--- src/rtl/hex_scan_driver.sv ---
// hex_scan_driver: time-multiplexed driver for four common-anode/active-low
// 7-segment digits. Each digit owns a slot of CLK_DIV cycles. The last
// BLANK_CYC cycles of every slot blank all digits to prevent ghosting.
// New data is staged in a shadow register and promoted to the display
// register only at frame boundaries, so a frame is never torn.
module hex_scan_driver #(
    parameter int CLK_DIV   = 50000,
    parameter int BLANK_CYC = 16
) (
    input  logic        CLK,
    input  logic        RST,
    input  logic [15:0] DATA,
    input  logic        LOAD,
    input  logic        LZ_EN,
    output logic [3:0]  NIBBLE,
    output logic [3:0]  DIGIT_N,
    output logic        FRAME_TICK,
    output logic        PENDING
);

    // Reject parameter sets that leave no lit phase or no guard phase.
    if (!(BLANK_CYC >= 1 && CLK_DIV >= BLANK_CYC + 2)) begin : g_bad_params
        $error("hex_scan_driver: need BLANK_CYC>=1 and CLK_DIV>=BLANK_CYC+2");
    end

    localparam int CW = (CLK_DIV > 1) ? $clog2(CLK_DIV) : 1;
    localparam logic [CW-1:0] CNT_LAST = CW'(CLK_DIV - 1);
    localparam logic [CW-1:0] ON_LIM   = CW'(CLK_DIV - BLANK_CYC);

    // Scan state
    logic [CW-1:0] cnt;
    logic [1:0]    idx;
    logic [15:0]   shd;
    logic [15:0]   dsp;
    logic          pend;
    // Clear while in reset; the first edge after release starts the scan
    // at digit 0, cnt 0 instead of advancing the counter.
    logic          run;

    // Next-state values
    logic [CW-1:0] cnt_n;
    logic [1:0]    idx_n;
    logic [15:0]   shd_n;
    logic [15:0]   dsp_n;
    logic          pend_n;
    logic          boundary;
    logic          on_phase;
    logic          suppressed;
    logic [3:0]    digit_n_n;
    logic [3:0]    nibble_n;
    logic [15:0]   upper;

    // Next-state and next-output computation; outputs are derived from the
    // state after the coming edge so they are registered yet not delayed.
    always_comb begin
        cnt_n      = cnt;
        idx_n      = idx;
        boundary   = 1'b0;
        shd_n      = shd;
        dsp_n      = dsp;
        pend_n     = pend;
        on_phase   = 1'b0;
        suppressed = 1'b0;
        digit_n_n  = 4'b1111;
        nibble_n   = NIBBLE;
        upper      = 16'd0;

        if (!run) begin
            cnt_n = '0;
            idx_n = 2'd0;
        end else if (cnt == CNT_LAST) begin
            cnt_n    = '0;
            idx_n    = idx + 2'd1;
            boundary = (idx == 2'd3);
        end else begin
            cnt_n = cnt + 1'b1;
        end

        // Promotion uses the pre-edge shadow; a coincident LOAD refills
        // the shadow and keeps pending set for the following frame.
        if (boundary && pend) begin
            dsp_n  = shd;
            pend_n = 1'b0;
        end
        if (LOAD) begin
            shd_n  = DATA;
            pend_n = 1'b1;
        end

        on_phase   = (cnt_n < ON_LIM);
        upper      = dsp_n >> {idx_n, 2'b00};
        suppressed = LZ_EN && (idx_n != 2'd0) && (upper == 16'd0);

        if (on_phase && !suppressed) begin
            digit_n_n = ~(4'b0001 << idx_n);
        end
        if (on_phase) begin
            nibble_n = dsp_n[{idx_n, 2'b00} +: 4];
        end
    end

    // State and output registers with synchronous reset.
    always_ff @(posedge CLK) begin
        if (RST) begin
            cnt        <= '0;
            idx        <= 2'd0;
            shd        <= 16'd0;
            dsp        <= 16'd0;
            pend       <= 1'b0;
            run        <= 1'b0;
            NIBBLE     <= 4'd0;
            DIGIT_N    <= 4'b1111;
            FRAME_TICK <= 1'b0;
            PENDING    <= 1'b0;
        end else begin
            cnt        <= cnt_n;
            idx        <= idx_n;
            shd        <= shd_n;
            dsp        <= dsp_n;
            pend       <= pend_n;
            run        <= 1'b1;
            NIBBLE     <= nibble_n;
            DIGIT_N    <= digit_n_n;
            FRAME_TICK <= boundary;
            PENDING    <= pend_n;
        end
    end

endmodule

--- config.mk ---
export PLATFORM = sky130hd
export DESIGN_NAME = hex_scan_driver
export DESIGN_NICKNAME = d
export VERILOG_FILES = /design/src/rtl/hex_scan_driver.sv
export SDC_FILE = /design/constraint.sdc
export NUM_CORES = 1
export LEC_CHECK = 0
export ABC_AREA = 1
export CAP_MARGIN = 20
export CORE_MARGIN = 2
export CORE_UTILIZATION = 35
export DETAILED_ROUTE_END_ITERATION = 10
export PLACE_DENSITY = 0.54
export SYNTH_ARGS = -nofsm -noshare
export SYNTH_HDL_FRONTEND = slang
export SYNTH_SLANG_ARGS = --single-unit
--- constraint.sdc ---
create_clock -name CLK -period 4.1 [get_ports CLK]
set_input_delay 0.615 -clock CLK [delete_from_list [all_inputs] [get_ports CLK]]
set_output_delay 0.615 -clock CLK [all_outputs]
set_load 0.03 [all_outputs]
# Word-level counts from Yosys, hierarchy flattened
# Cells that the tools add are included.
# word_totals
regBits	61
inputBits	20
wordCells	38
# classes
add_sub_neg	2
magnitude_cmp	1
eq_ne	2
shifts	3
n_mux	10
bitwise	2
reduce_logical	9
# op_table
cell	count
16-bit two-way mux	3
16-bit by 1-bit adder with 16-bit output (second input constant)	1
16-bit == test (second input constant)	1
16-bit logical NOT	1
16-bit less-than comparator (second input constant)	1
16-bit by 5-bit variable part select with 4-bit output	1
16-bit by 4-bit >> shifter with 16-bit output	1
1-bit two-way mux	5
1-bit logical AND	4
2-bit two-way mux	2
4-bit inverter	1
2-bit nonzero test	2
1-bit by 2-bit << shifter with 4-bit output (first input constant)	1
2-bit by 1-bit adder with 2-bit output (second input constant)	1
2-bit == test (second input constant)	1
2-bit OR reduction	1
1-bit logical NOT	1
1-bit inverter	1

# Logic depth before layout (Yosys ltp)
# logic_depth
word_depth	12
ltp_mapped	16

# Worst setup path after synthesis
# OpenSTA, ideal clock, no wires.
# synth_timing
path_type	register to register
from	register cnt[0]
to	register DIGIT_N[1]
arrival_time_ns	1.738
slack_ns	2.234
path_stages_with_launch	15
path_buffers	0
path_cell_list	dfxtp_1 ha_1 nand3_2 nor2_4 nand3_1 nand2_1 nor2_8 nand3_1 nand2_1 nor2_1 nor2_2 nand2_1 nor2_2 nand2_2 nand4_1
# synth_between
elab_chain_cells	12
# synth_lines
element	line_no	text
start, declared	31	logic [CW-1:0] cnt;
start signal, assigned	116	cnt <= cnt_n;
branches (longest 12 deep; another with 16-bit by 1-bit adder with 16-bit output)	--	
end signal, assigned	123	DIGIT_N <= digit_n_n;
end, declared	16	output logic [3:0] DIGIT_N,
# Parallel ways; which one is timed is not known.
# A chain may end at the register's enable or synchronous reset.

# Worst setup path after layout
# layout_timing
from	register cnt[0]
to	register DIGIT_N[2]
# The elaborated chain is that of the path after synthesis.

==> summary.md <==
| Metric | Value |
|---|---|
| Layout net count | `466` |
| Clock Latency Late Sink | `roughly 0.35 ns` |
| Drt drc | `0` |
| CTS resizes | `0` |
| FFs w/ async S/R, synth | `0%` |
| Routed WL per cell | `11.7 µm` |
| Netlist cell types | `30` |
| Clock Skew | `0.00933 ns` |
| Final min period | `2.41 ns` |
| GR Layer Usage met3 | `5.17%` |
| Top cells by count, synth | `nand2_1 (82), nor2_1 (69), dfxtp_1 (61)` |
| R2r setup slk | `around 1.7 ns` |
| Layer with the highest usage | `met2` |
| Multi-input gate area | `~1500 µm²` |
| Final Hold Fails | `0` |
| GR Layer Usage met1 | `between 20 and 25%` |
| Routed via count | `2537` |
| CORE AREA | `8180 µm²` |
| Worst Setup SP | `cnt[0]$_SDFF_PP0_` |
| Routed wire length | `about 6500 µm` |
| CP Launch Type | `flop` |
| Path depth of the worst reg2reg path | `16` |
| Slew Limit Fails | `0` |
| Max Cap Viol | `0` |
| I/O pin cnt | `30` |
| FF-to-FF End | `DIGIT_N[2]$_SDFF_PP1_` |
| Global route overflow | `0` |
| Mapped cell area | `between 2000 and 3000 µm²` |
| Post-CTS Setup Inserts | `0` |
| Post-DRT Antenna Nets | `0` |
| Filler cells | `between 800 and 900` |
| Initial DRC count | `between 90 and 100` |
| Ys Warns | `0` |
| Peak supply drop | `0.174 mV` |
| Max clock buf depth | `2` |
| Largest net degree at the start of global routing | `28` |
| Final GP Congestion | `just under 0.9` |
| Die Wd | `roughly 96 µm` |
| DR vias/cell | `approximately 4.6` |
| Syn Nets | `435` |
| Crit Path Category | `flop to flop` |
| Cell row count | `33` |
| Vias in the first global route | `between 2k and 2.5k` |
| CP max FO | `11` |
| Final setup vio count | `0` |
| Clock sinks | `61` |
| Fin util | `~43%` |
| Slew headroom | `between 50% and 60%` |
| Primary FF master, synth | `dfxtp_1` |
| P_leak | `1.50 nW` |
| GRT Total Usage | `between 15 and 20%` |
| Post-synth EDFFs | `0` |
| Top-count cell post-synth | `nand2_1` |
| CTS tree | `built` |
| Synth area leader | `dfxtp_1` |
| Post-Syn Instances | `~410` |
| Hold Path Stages | `2` |
| Sum Neg Setup Slack | `0 ns` |
| Worst hold path class | `flop to flop` |
| Die span in y | `between 90 and 100 µm` |
| H-tree depth | `3` |
| Synthesis-stage register bit count | `between 60 and 70` |
| Root buf cell | `clkbuf_8` |
| Status | `complete, no violations` |
| Initial antenna violation count | `0` |
| First-pass GRT wire length | `~11000 µm` |
| CTS hold repair buffers | `0` |
| Worst r2r src | `cnt[0]$_SDFF_PP0_` |
| Synth-to-Final Area Change | `20.2%` |
| Worst-path clk slew | `around 0.07 ns` |
| Slew @ Worst Pin | `approximately 0.62 ns` |
| Met2 Usage GRT | `roughly a quarter` |
| Register area share after synthesis | `about 41%` |
| Port buffer count | `29` |
| Synth area leaders | `dfxtp_1 (41%), nand2_1 (10%), nor2_1 (8.8%)` |
| Power density over the cells | `360 nW/µm²` |
| Number of buffers created by CTS | `9` |
| Syn_area_per_cell | `~7.1 µm²` |
| Starting Density | `a little over a third` |
| Arr. time, crit path | `2.63 ns` |
| Required @ worst endpoint | `about 4.3 ns` |
| Crit end category | `flop` |
| RSZ-0062 raised after global routing | `no` |
| Worst setup path end | `DIGIT_N[2]$_SDFF_PP1_` |
| Register area | `1220 µm²` |
| Die area | `between 9000 and 10000 µm²` |
| Final worst path period share | `58.8%` |
| Layout cells sized above 1 | `between 10% and 20%` |
| Fmax achieved | `415 MHz` |
| DRT Pass-1 Iters | `4` |
| # diodes | `0` |
| Top cell type's share of synthesized area | `between 40% and 50%` |
| HPWL Detailed | `about 4800 µm` |
-- cell usage in the layout, fill, tap and decap left out --
master,Yosys,routed
a21oi_1,21,21
a31o_2,1,1
buf_4,1,2
bufinv_16,0,2
clkbuf_8,0,9
clkdlybuf4s50_1,0,29
clkinv_2,0,1
clkinv_4,0,2
clkinvlp_4,0,1
dfxtp_1,61,61
ha_1,2,2
inv_1,49,49
inv_2,6,6
inv_6,0,1
nand2_1,82,82
nand2_2,7,7
nand2_4,3,3
nand3_1,26,26
nand3_2,9,9
nand3_4,1,1
nand4_1,10,10
nand4_4,1,1
nor2_1,69,69
nor2_2,8,8
nor2_4,4,4
nor2_8,1,1
nor3_1,3,3
nor3_2,1,1
o211ai_1,1,1
o21a_4,1,1
o21ai_0,21,21
o21ai_1,9,9
or2_1,1,1
xor2_1,4,4
-- worst min-delay path by stage --
stage                        start             endpoint  slack, ns
6_report       shd[0]$_SDFFE_PP0P_  shd[0]$_SDFFE_PP0P_       0.46
5_1_grt        shd[1]$_SDFFE_PP0P_  shd[1]$_SDFFE_PP0P_       0.50
4_1_cts        shd[3]$_SDFFE_PP0P_  shd[3]$_SDFFE_PP0P_       0.46
3_5_place_dp   shd[3]$_SDFFE_PP0P_  shd[3]$_SDFFE_PP0P_       0.45
3_3_place_gp   shd[0]$_SDFFE_PP0P_  shd[0]$_SDFFE_PP0P_       0.45
2_1_floorplan  shd[4]$_SDFFE_PP0P_  shd[4]$_SDFFE_PP0P_       0.43
-- per-layer routing --
layer  share of wire, %  routed length, µm
met5                  0                  0
met4                2.2                145
met3                5.0                322
met2                 42               2700
met1                 51               3300
-- cells by family after synthesis --
family,Yosys count,synth area share (%)
xor+xnor,4,1.19
flops,61,41.4
compound gates,54,9.72
simple gates,226,37.7
fa+ha+maj,2,0.848
buf+inv,66,9.12
-- sequential cells by signal, indices dropped and copies added, names as in the netlist --
| name | cells |
|---|---|
| FRAME_TICK | 1 |
| NIBBLE | 4 |
| dsp | 16 |
| DIGIT_N | 4 |
| run | 1 |
| cnt | 16 |
| idx | 2 |
| pend | 1 |
| shd | 16 |
-- final cells by class --
cell class	instances	area share (%)
sequential	61	34.4
multi-input combinational	286	41.1
inverter	55	5.82
tap	105	3.71
clock inverter	7	2.79
clock buffer	9	3.49
timing repair buffer	31	8.61
-- power breakdown --
part	leakage (nW)	internal (mW)	switching (mW)
Combinational	0.893	0.0272	0.0316
Sequential	0.497	0.606	0.00916
Clock	0.110	0.345	0.257
-- metrics by stage --
stage | setup slack, ns | power [mW] | hold slack [ns] | area (µm²) | cells
after floorplan | 2.23 | 0.657 | 0.434 | 2950 | 413
after global placement | 1.76 | 0.687 | 0.446 | 3320 | 538
after detailed placement | 1.71 | 0.688 | 0.451 | 3320 | 538
after CTS | 1.67 | 1.29 | 0.461 | 3550 | 554
after global routing | 1.29 | 1.33 | 0.497 | 3550 | 554
final | 1.69 | 1.28 | 0.455 | 3550 | 554
-- critical path: stages, from the launching register on --
cell	delay, ns
dfxtp_1	0.38
ha_1	0.22
nand2_1	0.11
nor2_1	0.16
nand3_1	0.09
nor2_1	0.22
nand2_1	0.11
nand3_1	0.30
nand2_1	0.11
inv_2	0.11
nand2_1	0.05
nand2_1	0.07
nor2_1	0.05
nand2_1	0.08
nor2_2	0.04
nand2_2	0.07
nand4_1	0.09
(Power assumes the default switching activity.)
